==> config.mk <==
export PLATFORM = sky130hd
export DESIGN_NAME = instruction_buffer
export DESIGN_NICKNAME = d
export VERILOG_FILES = /design/src/rtl/instruction_buffer_pkg.sv /design/src/rtl/instruction_buffer_ptr_ctrl.sv /design/src/rtl/instruction_buffer.sv
export SDC_FILE = /design/constraint.sdc
export NUM_CORES = 1
export LEC_CHECK = 0
export ABC_AREA = 1
export CORE_AREA = 3 3 244 246
export DETAILED_ROUTE_END_ITERATION = 8
export DIE_AREA = 0 0 247 249
export PLACE_DENSITY_LB_ADDON = 0.05
export SLEW_MARGIN = 10
export SYNTH_ARGS = -nofsm -noshare
export SYNTH_HDL_FRONTEND = slang
export SYNTH_SLANG_ARGS = --single-unit
==> constraint.sdc <==
create_clock -name clock -period 5.2 [get_ports clock]
set_input_delay 0.78 -clock clock [delete_from_list [all_inputs] [get_ports clock]]
set_output_delay 0.78 -clock clock [all_outputs]
set_load 0.01 [all_outputs]
==> src/rtl/instruction_buffer_pkg.sv <==
// Shared definitions for the fetch -> instruction buffer -> dispatch path.
//   IF_IB_PACKET : registered fetch output (inst, PC, NPC, valid)
//   IB_DP_PACKET : head entry presented to dispatch (inst, PC, NPC, valid)
//   NOP          : instruction word shown to dispatch when nothing is held
//   IB_DEPTH     : default number of buffer entries
package instruction_buffer_pkg;

  localparam int          IB_DEPTH = 8;
  localparam logic [31:0] NOP      = 32'h0000_0013;

  typedef struct packed {
    logic [31:0] inst;
    logic [31:0] PC;
    logic [31:0] NPC;
    logic        valid;
  } IF_IB_PACKET;

  typedef struct packed {
    logic [31:0] inst;
    logic [31:0] PC;
    logic [31:0] NPC;
    logic        valid;
  } IB_DP_PACKET;

  // Value dispatch sees while the buffer holds nothing.
  function automatic IB_DP_PACKET ib_idle_packet();
    IB_DP_PACKET p;
    p      = '0;
    p.inst = NOP;
    return p;
  endfunction

endpackage

==> src/rtl/instruction_buffer_ptr_ctrl.sv <==
// Head/tail/occupancy bookkeeping for a power-of-two circular buffer.
// Ports:
//   clock, reset     : clock, synchronous active-high reset
//   flush            : empty the buffer next cycle (beats reads and writes)
//   wr_valid         : a write is offered this cycle
//   rd_ready         : the consumer takes the head this cycle
//   head, tail       : read/write pointers, natural power-of-two wrap
//   count            : occupancy, 0..DEPTH
//   full             : count >= DEPTH-1 (one slot held back for the in-flight packet)
//   empty            : count == 0
//   enq, deq         : qualified write/read strobes for the storage array
//   overflow_event   : an offered write was dropped for lack of space
module instruction_buffer_ptr_ctrl
  import instruction_buffer_pkg::*;
#(
  parameter int DEPTH = IB_DEPTH,
  parameter int CNT_W = $clog2(DEPTH) + 1,
  parameter int PTR_W = $clog2(DEPTH)
) (
  input  logic             clock,
  input  logic             reset,
  input  logic             flush,
  input  logic             wr_valid,
  input  logic             rd_ready,
  output logic [PTR_W-1:0] head,
  output logic [PTR_W-1:0] tail,
  output logic [CNT_W-1:0] count,
  output logic             full,
  output logic             empty,
  output logic             enq,
  output logic             deq,
  output logic             overflow_event
);

  localparam logic [CNT_W-1:0] CAP_C  = CNT_W'(DEPTH);
  localparam logic [CNT_W-1:0] FULL_C = CNT_W'(DEPTH - 1);

  logic at_cap;

  always_comb begin
    empty  = (count == '0);
    full   = (count >= FULL_C);
    at_cap = (count == CAP_C);
    deq    = rd_ready && !empty && !flush;
    // At capacity a write is still accepted when the head leaves in the same
    // cycle: the freed slot is exactly the wrapped tail.
    enq            = wr_valid && !flush && (!at_cap || deq);
    overflow_event = wr_valid && !flush && at_cap && !deq;
  end

  always_ff @(posedge clock) begin
    if (reset || flush) begin
      head  <= '0;
      tail  <= '0;
      count <= '0;
    end else begin
      if (enq) tail <= tail + 1'b1;
      if (deq) head <= head + 1'b1;
      case ({enq, deq})
        2'b10:   count <= count + 1'b1;
        2'b01:   count <= count - 1'b1;
        default: count <= count;
      endcase
    end
  end

endmodule

==> src/rtl/instruction_buffer.sv <==
// Decoupling FIFO between fetch and dispatch, in program order, show-ahead.
// Ports:
//   clock, reset   : clock, synchronous active-high reset (overrides flush)
//   if_ib_packet   : registered fetch output; valid=0 bubbles are never stored
//   flush          : redirect/squash; discards everything held and in flight
//   dp_ready       : dispatch takes the head entry this cycle
//   ib_dp_packet   : head entry, valid = !ib_empty; idle value when empty
//   ib_full        : back-pressure to fetch, asserted at count >= IB_DEPTH-1
//   ib_empty       : no entries held
//   ib_count       : current occupancy
//   ib_overflow    : sticky, set when a packet was dropped for lack of space
// Handshake: an entry moves to dispatch on any cycle where ib_dp_packet.valid
// and dp_ready are both high and flush is low; fetch is expected to stop
// issuing one cycle after it sees ib_full, the reserve slot absorbs that
// last in-flight packet.
module instruction_buffer
  import instruction_buffer_pkg::*;
#(
  parameter int IB_DEPTH = instruction_buffer_pkg::IB_DEPTH,
  parameter int IB_CNT_W = $clog2(IB_DEPTH) + 1
) (
  input  logic                clock,
  input  logic                reset,
  input  IF_IB_PACKET         if_ib_packet,
  input  logic                flush,
  input  logic                dp_ready,
  output IB_DP_PACKET         ib_dp_packet,
  output logic                ib_full,
  output logic                ib_empty,
  output logic [IB_CNT_W-1:0] ib_count,
  output logic                ib_overflow
);

  localparam int PTR_W = $clog2(IB_DEPTH);

  IB_DP_PACKET      entries [IB_DEPTH];
  logic [PTR_W-1:0] head;
  logic [PTR_W-1:0] tail;
  logic             enq;
  logic             deq;
  logic             overflow_event;

  instruction_buffer_ptr_ctrl #(
    .DEPTH (IB_DEPTH),
    .CNT_W (IB_CNT_W),
    .PTR_W (PTR_W)
  ) u_ptr_ctrl (
    .clock          (clock),
    .reset          (reset),
    .flush          (flush),
    .wr_valid       (if_ib_packet.valid),
    .rd_ready       (dp_ready),
    .head           (head),
    .tail           (tail),
    .count          (ib_count),
    .full           (ib_full),
    .empty          (ib_empty),
    .enq            (enq),
    .deq            (deq),
    .overflow_event (overflow_event)
  );

  always_ff @(posedge clock) begin
    if (reset) begin
      for (int i = 0; i < IB_DEPTH; i++) entries[i] <= '0;
    end else if (flush) begin
      for (int i = 0; i < IB_DEPTH; i++) entries[i].valid <= 1'b0;
    end else begin
      // When full with a simultaneous read and write, head == tail; the write
      // comes second so the new entry stays valid.
      if (deq) entries[head].valid <= 1'b0;
      if (enq) begin
        entries[tail].inst  <= if_ib_packet.inst;
        entries[tail].PC    <= if_ib_packet.PC;
        entries[tail].NPC   <= if_ib_packet.NPC;
        entries[tail].valid <= 1'b1;
      end
    end
  end

  always_ff @(posedge clock) begin
    if (reset)               ib_overflow <= 1'b0;
    else if (overflow_event) ib_overflow <= 1'b1;
  end

  // Driven from registered state only, so a write is visible one cycle later.
  always_comb begin
    if (ib_empty) begin
      ib_dp_packet = ib_idle_packet();
    end else begin
      ib_dp_packet       = entries[head];
      ib_dp_packet.valid = 1'b1;
    end
  end

endmodule

# Yosys cells after proc, flatten, opt, wreduce, memory -nomap -nowiden

Memory sizes are Yosys's and may differ from the RTL's. A register that Yosys moved wholly into a read port is not among the register bits.
Cells that the tools add are included.

Bitwise gates (word level): 8
Order comparisons: 1
Eq/ne operators: 3
Mux-type cells: 31
$add $sub $neg: 4
Reduce and logical (&&, ||, !) cells: 16

Operators with widths:

| operator              | number |
|---|---|
| $mux W97              | 3 |
| $reduce_or A97 Y1     | 2 |
| $mux W1               | 21 |
| $mux W3               | 4 |
| $or A1 B1 Y1          | 8 |
| $pmux W4 S2           | 1 |
| $add A3 B1 Y3 const B | 2 |
| $logic_and A1 B1 Y1   | 6 |
| $add A4 B1 Y4 const B | 1 |
| $eq A4 B4 Y1 const B  | 1 |
| $ge A4 B3 Y1 const B  | 1 |
| $logic_not A1 Y1      | 4 |
| $logic_not A4 Y1      | 1 |
| $mux W2               | 2 |
| $sub A4 B1 Y4 const B | 1 |
| $eq A2 B1 Y1 const B  | 1 |
| $eq A2 B2 Y1 const B  | 1 |
| $logic_or A1 B1 Y1    | 2 |
| $reduce_bool A2 Y1    | 1 |

Memories: 1
Word-level logic and storage cells: 68
Flip-flop bits (word level): 11
Input port bits: 101
Bits in writable memories: 776
Output and inout bits: 104

Memories:

| memory  | depth | width | read ports | clocked after memory_dff | wr ports | RTL line                 | source |
|---|---|---|---|---|---|---|---|
| entries | 8     | 97    | 1          | 1                        | 8        | instruction_buffer.sv:36 | `IB_DP_PACKET entries [IB_DEPTH];` |

# Longest topological paths before layout

Word-level depth: 12
Mapped depth: 15

# Hierarchy

A second synthesis with hierarchy kept.

Cell total of the unflattened synthesis: 4361
Area total of the unflattened synthesis: 37747.5 µm²

By module, submodules not included:

| module                      | area an instance (µm²) | times used | cells each | seq. area each (µm²) |
|---|---|---|---|---|
| instruction_buffer          | 37115.6                | 1          | 4275       | 23082.1 |
| instruction_buffer_ptr_ctrl | 631.9                  | 1          | 86         | 200.2 |

# Worst setup path before layout

OpenSTA, ideal clock, no wires.

Kind: input to register
Start point: in if_ib_packet[0] in the netlist's numbering
End point: mem entries[0][10] in the netlist's numbering (enable)
Slack: 0.866 ns
Stages: 8
Data required time: 4.742 ns
Arrival: 3.876 ns
Cells stage by stage: inv_1 > nor2_1 > nand2_4 > nor2_8 > nand3_4 > buf_4 > buf_6 > nand2_1

RTL lines:

| item            | RTL line                 | source |
|---|---|---|
| start, declared | instruction_buffer.sv:24 | `input IF_IB_PACKET if_ib_packet,` |
| end, declared   | instruction_buffer.sv:36 |  |

==> results <==
- The delay of the slowest cell on the worst path is 0.74 ns.
- The final cell utilization of the core is 68.9%.
- During I/O placement, the number of pins put on the boundary was 205.
- Ranked by instance count, the synthesized netlist is headed by sky130_fd_sc_hd__nor2_1 (1432), sky130_fd_sc_hd__edfxtp_1 (768), sky130_fd_sc_hd__o21ai_0 (381), sky130_fd_sc_hd__clkbuf_1 (164), sky130_fd_sc_hd__nand2_1 (138).
- The layout overhead on the synthesized area is 15.0%.
- In this design, the largest share of critical-path delay is due to buffers and inverters.
- The total of flip-flops plus latches after synthesis is 782.
- The hold violation total from the final report is 0.
- The area share of the largest cell type after synthesis is 66.8%.
- For this design, the sink count on the clock tree is 782.
- In this run the critical register-to-register path is launched from u_ptr_ctrl.count[0]$_SDFFE_PP0P_.
- The cell type contributing the most total cell area after synthesis is sky130_fd_sc_hd__edfxtp_1.
- The critical path goes through buf_12 -> nor2_1 -> nor2_1 -> o21ai_0 -> o211ai_1 -> nand2_1 -> nor2_1 -> clkdlybuf4s50_1.
- The final total negative setup slack is 0 ns.
- The critical path launch point type is a flop.
- Combinational logic is responsible for 7.6% of the overall power.
- The total count of max-transition violations in the final report is 0.
- The first TritonRoute pass finished after 5 iterations.
- The count of synthesis-stage warnings from yosys is 0.
- The biggest fanout along the worst timing path is 210.
- For this run, design rule violations remaining after detail routing come to 0.
- Ranked by total cell area, the synthesized netlist is headed by sky130_fd_sc_hd__edfxtp_1 (67%), sky130_fd_sc_hd__nor2_1 (16%), sky130_fd_sc_hd__o21ai_0 (5.5%).
- The fraction of the mapped netlist area in compound gates is 9.40%.
- The sequential element share of the synthesized area is approximately 68%.
- The H-tree depth is 3.
- The normalized max-slew margin is a little over a quarter.
- The row count is 88.
- The post-detailed-placement half-perimeter wirelength is between 40000 and 50000 um.
- After Yosys synthesis, XOR and XNOR cells account for 0.0508% of the synthesized area.
- The tightest min-delay check is of the flop to flop type.
- The worst-case IR drop observed on VDD is 0.243 mV.
- The wire length on met2 is 45200 um.
- The final worst hold slack is 0.456 ns.
- The buffer type at the clock tree root is sky130_fd_sc_hd__clkbuf_16.
- Global routing used a little under a third of the available tracks.
- The cell count after synthesis is 3337.
- A synthesized cell averages 10.3 um^2.
- The post-synthesis simple-gate area fraction is 18.0%.
- Detailed routing placed a total of 8190 um of wire on met3.
- The average wire per standard cell is 21.8 um.
- TritonCTS built the clock tree.
- The flow ran to the end, and the final reports show no timing, DRC or antenna violations.
- The synthesized netlist contains 25 unique library cells.
- The portion of total power attributed to the clock network is 40.5%.
- STA classifies the critical path endpoint as an output port.
- Buffers added to address setup during post-CTS repair amount to 0.
- The endpoint required time on the critical path is roughly 4.4 ns.
- The number of antenna diodes in the final layout is 0.
- Counting flops with a built-in enable in the synthesized netlist gives 768.
- Measured against the total synthesized area, the mux share comes to 0%.
- The instance count after placement with tap cells included is 4121.
- The cell that appears most often on the critical path is sky130_fd_sc_hd__nor2_1.
- The slowest cell on the critical path is sky130_fd_sc_hd__dfxtp_4.
- The maximum root-to-sink buffer count is 3.
- The fraction of final layout cells sized beyond drive strength 1 is 5.46%.
- The remaining antenna violation count after routing is 0.
- The sum of routed wire length over all layers is 93100 um.
- The clock tree skew after final layout is 0.0150 ns.
- The clock latency on the worst-skew pair is 0.62 ns.
- The remaining global-route overflow is 0.
- After the first detailed-routing iteration, the DRC count stood at 2462.
- The area of the mapped netlist is 34500 um^2.
- For this design, the CTS-stage hold fixing added 0 buffers.
- Synthesis produced a netlist with a net count of 3443.
- The first global-routing pass estimated approximately 140000 um of wire.
- In this run the power spent charging and discharging nets is between 3 and 4 mW.
- In this run the static leakage power is 15.2 nW.
- The main combinational cell family by area after synthesis is simple AND/OR/NAND/NOR gates.
- For this run, the leading register cell type out of synthesis is sky130_fd_sc_hd__edfxtp_1.
- Once the clock tree was built, the resizer swapped 0 gates to a different size.
- The power per unit of standard cell area is 350 nW/um^2.
- sky130_fd_sc_hd__nor2_1 is the most common cell in the netlist.
- Once layout is complete, the cells apart from fillers number 4266.
- The detailed-route wire length on metal 1 is 37200 um.
- The transition time at the pin with the least slew margin is 1.10 ns.
- Dividing the final minimum period by the clock period gives roughly 86%.
- The highest metal layer with signal wires is met5.
- The via count of the first global-routing pass is 25233.
- During placement, the flow inserted port buffers numbering 204.
- The die extent in x is 247 um.
- The overall power of the completed layout is 13.9 mW.
- Setup repair after global routing left no endpoint under its margin.
- The share of total power dissipated in sequential elements is between 50% and 60%.
- The async set-or-reset flop fraction in the synthesized netlist is 0%.
- The die covers roughly 62000 um^2.
- The class of the most critical setup path is flop to output port.
- The initial core utilization is roughly three fifths.
- The height of the die is roughly 250 um.
- The number of nets in the layout is 3544.
- Entering global routing, the biggest net connects 211 pins.
- The placeable core region is 57600 um^2.
- The worst hold path begins at u_ptr_ctrl.head[2]$_SDFFE_PP0P_.
- The internal power of the cells is between 10 and 15 mW.
- The share of total power consumed by net switching is 22.4%.
- The worst path in the final design needs a cycle of 4.45 ns, including I/O delays and setup.
- The number of buffer and inverter stages on the critical path is 2.
- Summing over every cut layer, the via total after detailed routing is 25309.
- The initial antenna violation count was 3.
- The weighted congestion reported at the end of routability-driven placement is 0.772.
- The tool flagged a number of max-cap violations equal to 0.
- Using the TritonRoute via totals, the vias-per-cell ratio works out to between 5 and 6.
- The synthesized netlist devotes 0.181% of its cell area to adder and majority cells.
- For the worst setup path, the data arrival time is 3.67 ns.
- The maximum clock rate is roughly 0.22 GHz.
- Clock tree synthesis inserted a total of 80 buffers.
- The number of failing setup endpoints in the final timing report is 0.
- The post-CTS clock slew at the launch and capture registers of the worst setup and hold paths is around 0.06 ns.
## through the flow
step / instance area [um^2] / setup WS (ns)
final: 39700 / 0.750
after floorplan: 34500 / 0.866
after detailed placement: 37100 / 1.40
after CTS: 39700 / 0.772
after global placement: 37100 / 1.42
after global routing: 39700 / 0.584
## power groups by stage
stage	clock network (mW)	logic [mW]	registers (mW)
CTS	5.67	1.05	7.21
finish	5.63	1.05	7.21
global placement	0	1.03	7.33
detailed placement	0	1.05	7.34
global route	5.92	1.14	7.23
floorplan	0	0.542	7.35
## final cells by class
cell class	instances	area, um^2
clock buffer	104	2200
sequential	782	23400
timing repair buffer	258	2720
clock inverter	41	349
tap	765	957
inverter	122	467
multi-input combinational	2194	9610
fill	4332	17900
## kinds of logic after synthesis
group / count (synthesis)
AND/OR/NAND/NOR: 1609
buffers and inverters: 361
AO/OA/AOI/OAI: 578
flip-flops: 782
adder cells (fa/ha/maj): 5
XOR/XNOR: 2
## tightest hold or removal path, delay by kind of cell (launching register included)
kind            cells  cell delay (ns)
buf+inv             1             0.05
compound gates      1             0.06
flops               1             0.31
## final timing paths
kind / end / slack [ns] / cells after the start
max reg2reg: u_ptr_ctrl.count[2]$_SDFFE_PP0P_ / 2.15 / 14
min: flop / 0.46 / 2
min reg2reg: flop / 0.46 / 2
max: ib_dp_packet[78] / 0.75 / 8
## sequential cells by signal, summed over array words and instances (netlist names), named ones only
register / cells
entries: 768
u_ptr_ctrl.count: 4
u_ptr_ctrl.head: 3
u_ptr_ctrl.tail: 3
ib_overflow: 1
## layout by cell type, fill, tap and decap left out, types with 5 or more instances in the layout
cell type	n
sky130_fd_sc_hd__a21oi_1	10
sky130_fd_sc_hd__buf_12	22
sky130_fd_sc_hd__buf_4	32
sky130_fd_sc_hd__bufinv_16	6
sky130_fd_sc_hd__clkbuf_1	19
sky130_fd_sc_hd__clkbuf_16	85
sky130_fd_sc_hd__clkdlybuf4s50_1	204
sky130_fd_sc_hd__clkinv_1	16
sky130_fd_sc_hd__clkinv_2	17
sky130_fd_sc_hd__dfxtp_1	11
sky130_fd_sc_hd__edfxtp_1	768
sky130_fd_sc_hd__ha_1	5
sky130_fd_sc_hd__inv_1	118
sky130_fd_sc_hd__nand2_1	130
sky130_fd_sc_hd__nand2_4	9
sky130_fd_sc_hd__nand3_1	26
sky130_fd_sc_hd__nand3_4	9
sky130_fd_sc_hd__nor2_1	1432
sky130_fd_sc_hd__o211ai_1	93
sky130_fd_sc_hd__o21ai_0	381
sky130_fd_sc_hd__o22ai_1	93
## metal layers
layer | global-route usage, % | vias to the layer above
li1 | - | 11543
met5 | 0 | -
met3 | 4.38 | 168
met1 | 41.8 | 12380
met4 | 9.85 | 6
met2 | 49.5 | 1212
(Power assumes the default switching activity.)
